$ cat src/rtl/stepper_step_sequencer.sv
// Stepper phase sequencer: walks a 4-coil, 8-entry phase table once per elapsed
// step delay, in full/half-step, either direction, counted or continuous.
module stepper_step_sequencer #(
  parameter bit HOLD_TORQUE = 1'b1,
  parameter int CNT_W       = 16
) (
  input  logic             clk,
  input  logic             reset,
  input  logic             go,
  input  logic             stop,
  input  logic             dir,
  input  logic             half_step,
  input  logic [CNT_W-1:0] num_steps,
  input  logic [7:0]       step_delay,
  input  logic             delay_done,
  output logic             dly_start,
  output logic             dly_enable,
  output logic [7:0]       dly_value,
  output logic [3:0]       coils,
  output logic             busy,
  output logic             step_pulse,
  output logic             done_pulse,
  output logic [CNT_W-1:0] remaining,
  output logic [2:0]       fsm_state
);

  typedef enum logic [2:0] {
    IDLE = 3'd0,
    LOAD = 3'd1,
    WAIT = 3'd2,
    STEP = 3'd3,
    DONE = 3'd4
  } state_t;

  state_t     state, state_nx;
  logic [2:0] idx;
  logic [2:0] idx_step;
  logic       run_dir, run_half, run_cont;

  function automatic logic [3:0] phase_of(input logic [2:0] i);
    case (i)
      3'd0:    phase_of = 4'b1000;
      3'd1:    phase_of = 4'b1100;
      3'd2:    phase_of = 4'b0100;
      3'd3:    phase_of = 4'b0110;
      3'd4:    phase_of = 4'b0010;
      3'd5:    phase_of = 4'b0011;
      3'd6:    phase_of = 4'b0001;
      default: phase_of = 4'b1001;
    endcase
  endfunction

  // 3-bit index arithmetic gives the mod-8 wrap for free.
  assign idx_step = run_dir ? idx + (run_half ? 3'd1 : 3'd2)
                            : idx - (run_half ? 3'd1 : 3'd2);

  // Valid/ready-free control: go is a one-cycle request honoured only in IDLE,
  // stop is a level abort, delay_done is a level seen only while in WAIT.
  always_comb begin
    state_nx   = state;
    dly_start  = 1'b0;
    dly_enable = 1'b0;
    step_pulse = 1'b0;
    done_pulse = 1'b0;
    case (state)
      IDLE: if (go && !stop) state_nx = LOAD;
      LOAD: begin
        dly_start = 1'b1;
        state_nx  = stop ? IDLE : WAIT;
      end
      WAIT: begin
        dly_enable = 1'b1;
        if (stop)            state_nx = IDLE;
        else if (delay_done) state_nx = STEP;
      end
      STEP: begin
        step_pulse = 1'b1;
        if (stop)                                          state_nx = IDLE;
        else if (!run_cont && remaining == CNT_W'(1))      state_nx = DONE;
        else                                               state_nx = LOAD;
      end
      DONE: begin
        done_pulse = 1'b1;
        state_nx   = IDLE;
      end
      default: state_nx = IDLE;
    endcase
  end

  always_ff @(posedge clk or posedge reset) begin
    if (reset) begin
      state     <= IDLE;
      idx       <= 3'd0;
      remaining <= '0;
      dly_value <= 8'd0;
      run_dir   <= 1'b0;
      run_half  <= 1'b0;
      run_cont  <= 1'b0;
    end else begin
      state <= state_nx;
      if (state == IDLE && go && !stop) begin
        run_dir   <= dir;
        run_half  <= half_step;
        run_cont  <= (num_steps == '0);
        dly_value <= step_delay;
        remaining <= num_steps;
      end
      if (state == STEP) begin
        idx <= idx_step;
        if (!run_cont && remaining != '0) remaining <= remaining - CNT_W'(1);
      end
    end
  end

  assign busy      = (state != IDLE);
  assign fsm_state = state;
  assign coils     = (HOLD_TORQUE || busy) ? phase_of(idx) : 4'b0000;

endmodule

$ cat config.mk
export PLATFORM = sky130hd
export DESIGN_NAME = stepper_step_sequencer
export DESIGN_NICKNAME = d
export VERILOG_FILES = /design/src/rtl/stepper_step_sequencer.sv
export SDC_FILE = /design/constraint.sdc
export NUM_CORES = 1
export LEC_CHECK = 0
export BUFFER_PORTS_ARGS = -buffer_cell sky130_fd_sc_hd__buf_4
export CORE_ASPECT_RATIO = 0.6
export CORE_MARGIN = 4
export CORE_UTILIZATION = 50
export CTS_CLUSTER_DIAMETER = 150
export CTS_CLUSTER_SIZE = 14
export DETAILED_ROUTE_END_ITERATION = 7
export PLACE_DENSITY_LB_ADDON = 0.05
export SYNTH_ARGS = -nofsm -noshare
export SYNTH_HDL_FRONTEND = slang
export SYNTH_SLANG_ARGS = --single-unit
$ cat constraint.sdc
create_clock -name clk -period 2.3 [get_ports clk]
set_input_delay 0.115 -clock clk [delete_from_list [all_inputs] [get_ports clk]]
set_output_delay 0.115 -clock clk [all_outputs]
set_load 0.02 [all_outputs]
# Yosys cells after proc, flatten, opt, wreduce, memory -nomap -nowiden
# Index checks and enable logic that the tools add are counted.
# totals
reg_bits	33
in_bits	31
output_inout_bits	36
elab_cells	53
# op_classes
add_sub_neg	3
eq_ne	13
mux	17
n_reduce_logical	13
# op_table
operator	count
$mux 16	3
$pmux 4 s7	1
$mux 3	6
$eq 16x1->1 const B	1
$logic_not 16->1	1
$reduce_bool 16->1	1
$sub 16x1->16 const B	1
$eq 3x2->1 const B	4
$eq 3x3->1 const B	4
$pmux 3 s4	1
$eq 3x1->1 const B	2
$logic_not 3->1	2
$logic_and 1x1->1	5
$mux 1	4
$mux 2	2
$add 3x3->3	1
$ne 3x3->1 const B	1
$reduce_bool 3->1	1
$sub 3x2->3	1
$logic_not 1->1	2
$ne 2x2->1 const B	1
$reduce_and 2->1	1

# Depth between registers and ports, before layout
# logic_depth
ltp_word	6
ltp_mapped	9
depth_no_buf	7

# Worst setup path after synthesis
# OpenSTA, ideal clock, no wires.
# synth_timing
path_type	reg-to-reg
from	register remaining[0]
to	register remaining[7]
setup_time_ps	123
t_arrival_ps	1964
required_ps	2177
setup_slack_ps	213
stages_incl_launch_ff	9
n_path_buf	1
synth_period_minus_slack_ps	2087
path_cell_list	dfrtp_1 > inv_1 > ha_1 > nor4b_2 > nand4_1 > and2_1 > buf_6 > mux2_4 > o221a_1
# synth_between
elab_chain_len	4
word_cells_on_any_way	5
classes_between	1 x add/sub; 2 x mux; 2 x reduce/logical
# synth_rtl
element	line	source
start: declaration	23	output logic [CNT_W-1:0] remaining,
start signal: assignment	106	remaining <= num_steps;
start signal: assignment	110	if (!run_cont && remaining != '0) remaining <= remaining - CNT_W'(1);
parallel branches: the longest is 2 deep, another holds $sub 16x1->16	--	
$mux 16 *	110	
$mux 16 *	108	if (state == STEP) begin
# Every way passes the cells marked *.
# A chain may end at the register's enable or synchronous reset.

# Worst setup path after layout
# layout_timing
from	register remaining[1]
to	register remaining[8]
# The elaborated chain is that of the path after synthesis.

==> summary.md <==
| Metric | Value |
|---|---|
| Setup Viol. Count Final | 0 |
| Critical path launch point type | flop |
| Worst EP required | 2.47 ns |
| Post-DP HPWL | 3998 um |
| Syn_area_per_cell | 9.278 um^2 |
| Max Cap Viol | 0 |
| CP peak stage delay | 0.41 ns |
| Pleak | 1.242 nW |
| Placeable Area | 3680 um^2 |
| Critical path endpoint category | flop |
| Post-synth top area cell | dfrtp_1 |
| Post-Syn Area | 1921 um^2 |
| Die width | 88.01 um |
| Syn Inst Count | 207 |
| Synth Area in Compound Gates | 0.1277 |
| Drt pass-1 iters | 4 |
| Yosys warnings | 0 |
| Starting Density | 0.5219 |
| RSZ-0062 raised after global routing | false |
| Final count of pins violating max slew | 0 |
| Slew @ Worst Pin | 0.6625 ns |
| Clk Latency, worst-skew pair | 0.28 ns |
| Simple-gate share of the synthesized area | 0.2860 |
| Num CTS Buffers | 5 |
| CTS tree | yes |
| Die Y-Extent | 56.01 um |
| Largest family of logic cells by synthesized area | simple AND/OR/NAND/NOR gates |
| Final wirelength | 5220 um |
| Total global routing overflow | 0 |
| DR vias | 1875 |
| Seq/Total Area, Yosys | 0.4300 |
| Final TNS setup | 0 ns |
| Worst hold margin | 0.02204 ns |
| Commonest cells post-synth | 43 x nand2_1, 33 x dfrtp_1, 18 x nor2_1 |
| Post-CTS setup buffers | 0 |
| Num ports | 67 |
| Diodes inserted | 0 |
| H-tree depth reported by CTS | 2 |
| Number of nets in the layout | 324 |
| Hold path endpoint | fsm_state[1]$_DFFE_PP0P_ |
| Slew Limit Headroom | 0.5571 |
| Synth unique cells | 39 |
| GP Congestion | 0.8933 |
| Iter 0 DRT Violations | 170 |
| Die footprint | 4929 um^2 |
| Cells on worst reg2reg path | 8 |
| Vias in the first global route | 1688 |
| Max Clock Freq | 458.1 MHz |
| Sink Count | 33 |
| Initial antenna violation count | 0 |
| Synth-to-Final Area Change | 38.89% |
| Worst path slowest cell | dfrtp_1 |
| Status | complete, no violations |
| Crit path arrival time | 2.35 ns |
| First-pass GRT wire length | 8424 um |
| Final period util | 0.9491 |
| XOR/XNOR Fraction of Synth Area | 0.01368 |
| Port buffer count | 66 |
| Clk_skew | 0.001828 ns |
| Avg WL per Cell | 15.49 um |
| HP Class | in -> reg |
| Synth top area share | 0.4300 |
| Top-count cell post-synth | nand2_1 |
| Worst-path clk slew | 0.07 ns |
| Worst R2R Start | remaining[1]$_DFF_PP0_ |
| Power density over the cells | 934.9 nW/um^2 |
| Worst hold start | stop |
| Vias per cell | 5.564 |
| Ys async rst share | 1.000 |
| R2R Path End | remaining[8]$_DFF_PP0_ |
| Top post-synthesis cells by area | dfrtp_1 43%, nand2_1 8.4%, nor2_1 3.5% |
| Largest net degree at the start of global routing | 34 |
| Worst-path maximum fanout | 11 |
| Root Driver | clkbuf_8 |
| Final hold violation count | 0 |
| Routed Antenna Nets | 0 |
| EDFF count, synth | 0 |
| Crit-path cells | inv_1 > ha_1 > nor4b_2 > nand4_1 > and2_1 > buf_4 > mux2_4 > o221a_1 |
| Top FF cell, synth | dfrtp_1 |
| Layout cells sized above 1 | 0.3759 |
| Reg2reg setup slack | 0.12 ns |
| Worst IR Drop VDD | 1.028 mV |
| WHS Path Cells | 2 |
| Clk buf depth | 2 |
| Final worst path period need | 2.183 ns |
| DRC viols | 0 |
| # rows | 17 |
| Mapped Nets | 242 |
| Critical path type | reg -> reg |
| Yosys reg bits | 33 |
| Post-synthesis adder-cell area fraction | 0.02997 |
| Total GRT Usage | 0.2181 |
| Multiplexer area fraction after synthesis | 0.06906 |
==> cell type report <==
type / instances / area, um^2
Fill cell: 297 / 1012
Sequential cell: 33 / 825.8
Tap cell: 47 / 58.81
Inverter: 6 / 22.52
Timing Repair Buffer: 86 / 648.1
Multi-Input combinational cell: 157 / 1011
Clock inverter: 1 / 5.005
Clock buffer: 7 / 96.34
==> sequential cells by signal, indices dropped and copies added, names as in the netlist <==
signal     count
run_half       1
remaining     16
run_cont       1
fsm_state      3
dly_value      8
run_dir        1
idx            3
==> repair_timing <==
item / CTS / global route
resized for setup: 0 / 0
endpoints found under the hold margin: 33 / 0
hold buffers: 1 / 0
==> metal layers <==
metal,vias to the layer above,global-route usage,part of all wire
met2,110,0.2854,0.40
met3,9,0.07840,0.13
met4,0,0.04526,0.012
met1,841,0.3392,0.45
li1,915,-,-
met5,-,0,0
==> kinds of logic after synthesis <==
family                   after synthesis
XOR/XNOR                               3
adder cells (fa/ha/maj)                4
buffers and inverters                 17
multiplexers                          11
AND/OR/NAND/NOR                      105
flip-flops                            33
AO/OA/AOI/OAI                         34
==> power breakdown <==
group	total [mW]	leakage, nW	switching [mW]	internal [mW]
clock network	0.476	0.0542	0.206	0.270
registers	0.939	0.393	0.205	0.734
logic	1.08	0.795	0.568	0.511
==> metrics by stage <==
stage	setup WS, ns	std cells	instance area [um^2]	utilization	power, mW
3_3_place_gp	0.2597	328	2556	0.6947	1.996
4_1_cts	0.1333	337	2668	0.7249	2.508
5_1_grt	0.01120	337	2668	0.7249	2.646
3_5_place_dp	0.1554	328	2556	0.6947	2.022
2_1_floorplan	0.2129	207	1921	-	1.523
6_report	0.1170	337	2668	0.7249	2.494
==> worst max-delay path: cells and delay by family (launching register included) <==
family          cells  cell delay [ns]
fa+ha+maj           1             0.22
simple gates        3             0.63
mux                 1             0.31
flops               1             0.41
buf+inv             2             0.29
compound gates      1             0.22
==> worst max-delay path by stage <==
stage                            from                      to  cells past startpoint
2_1_floorplan  remaining[0]$_DFF_PP0_  remaining[7]$_DFF_PP0_                      8
3_3_place_gp   remaining[1]$_DFF_PP0_  remaining[8]$_DFF_PP0_                      8
3_5_place_dp   remaining[1]$_DFF_PP0_  remaining[8]$_DFF_PP0_                      8
4_1_cts        remaining[1]$_DFF_PP0_  remaining[8]$_DFF_PP0_                      8
5_1_grt        remaining[1]$_DFF_PP0_  remaining[8]$_DFF_PP0_                      8
6_report       remaining[1]$_DFF_PP0_  remaining[8]$_DFF_PP0_                      8
==> layout by cell type (no fill, tap or decap), types with 5 or more instances in the layout <==
cell type / n
clkbuf_8: 7
a31oi_1: 7
nor4_1: 7
nand2_1: 43
inv_1: 6
dfrtp_1: 33
nor3_1: 6
nor2_1: 18
nand4_1: 7
nand3_1: 6
o21a_1: 6
a21oi_1: 8
mux2_2: 5
buf_4: 85
Note: power is estimated with default switching activity, not from simulation.
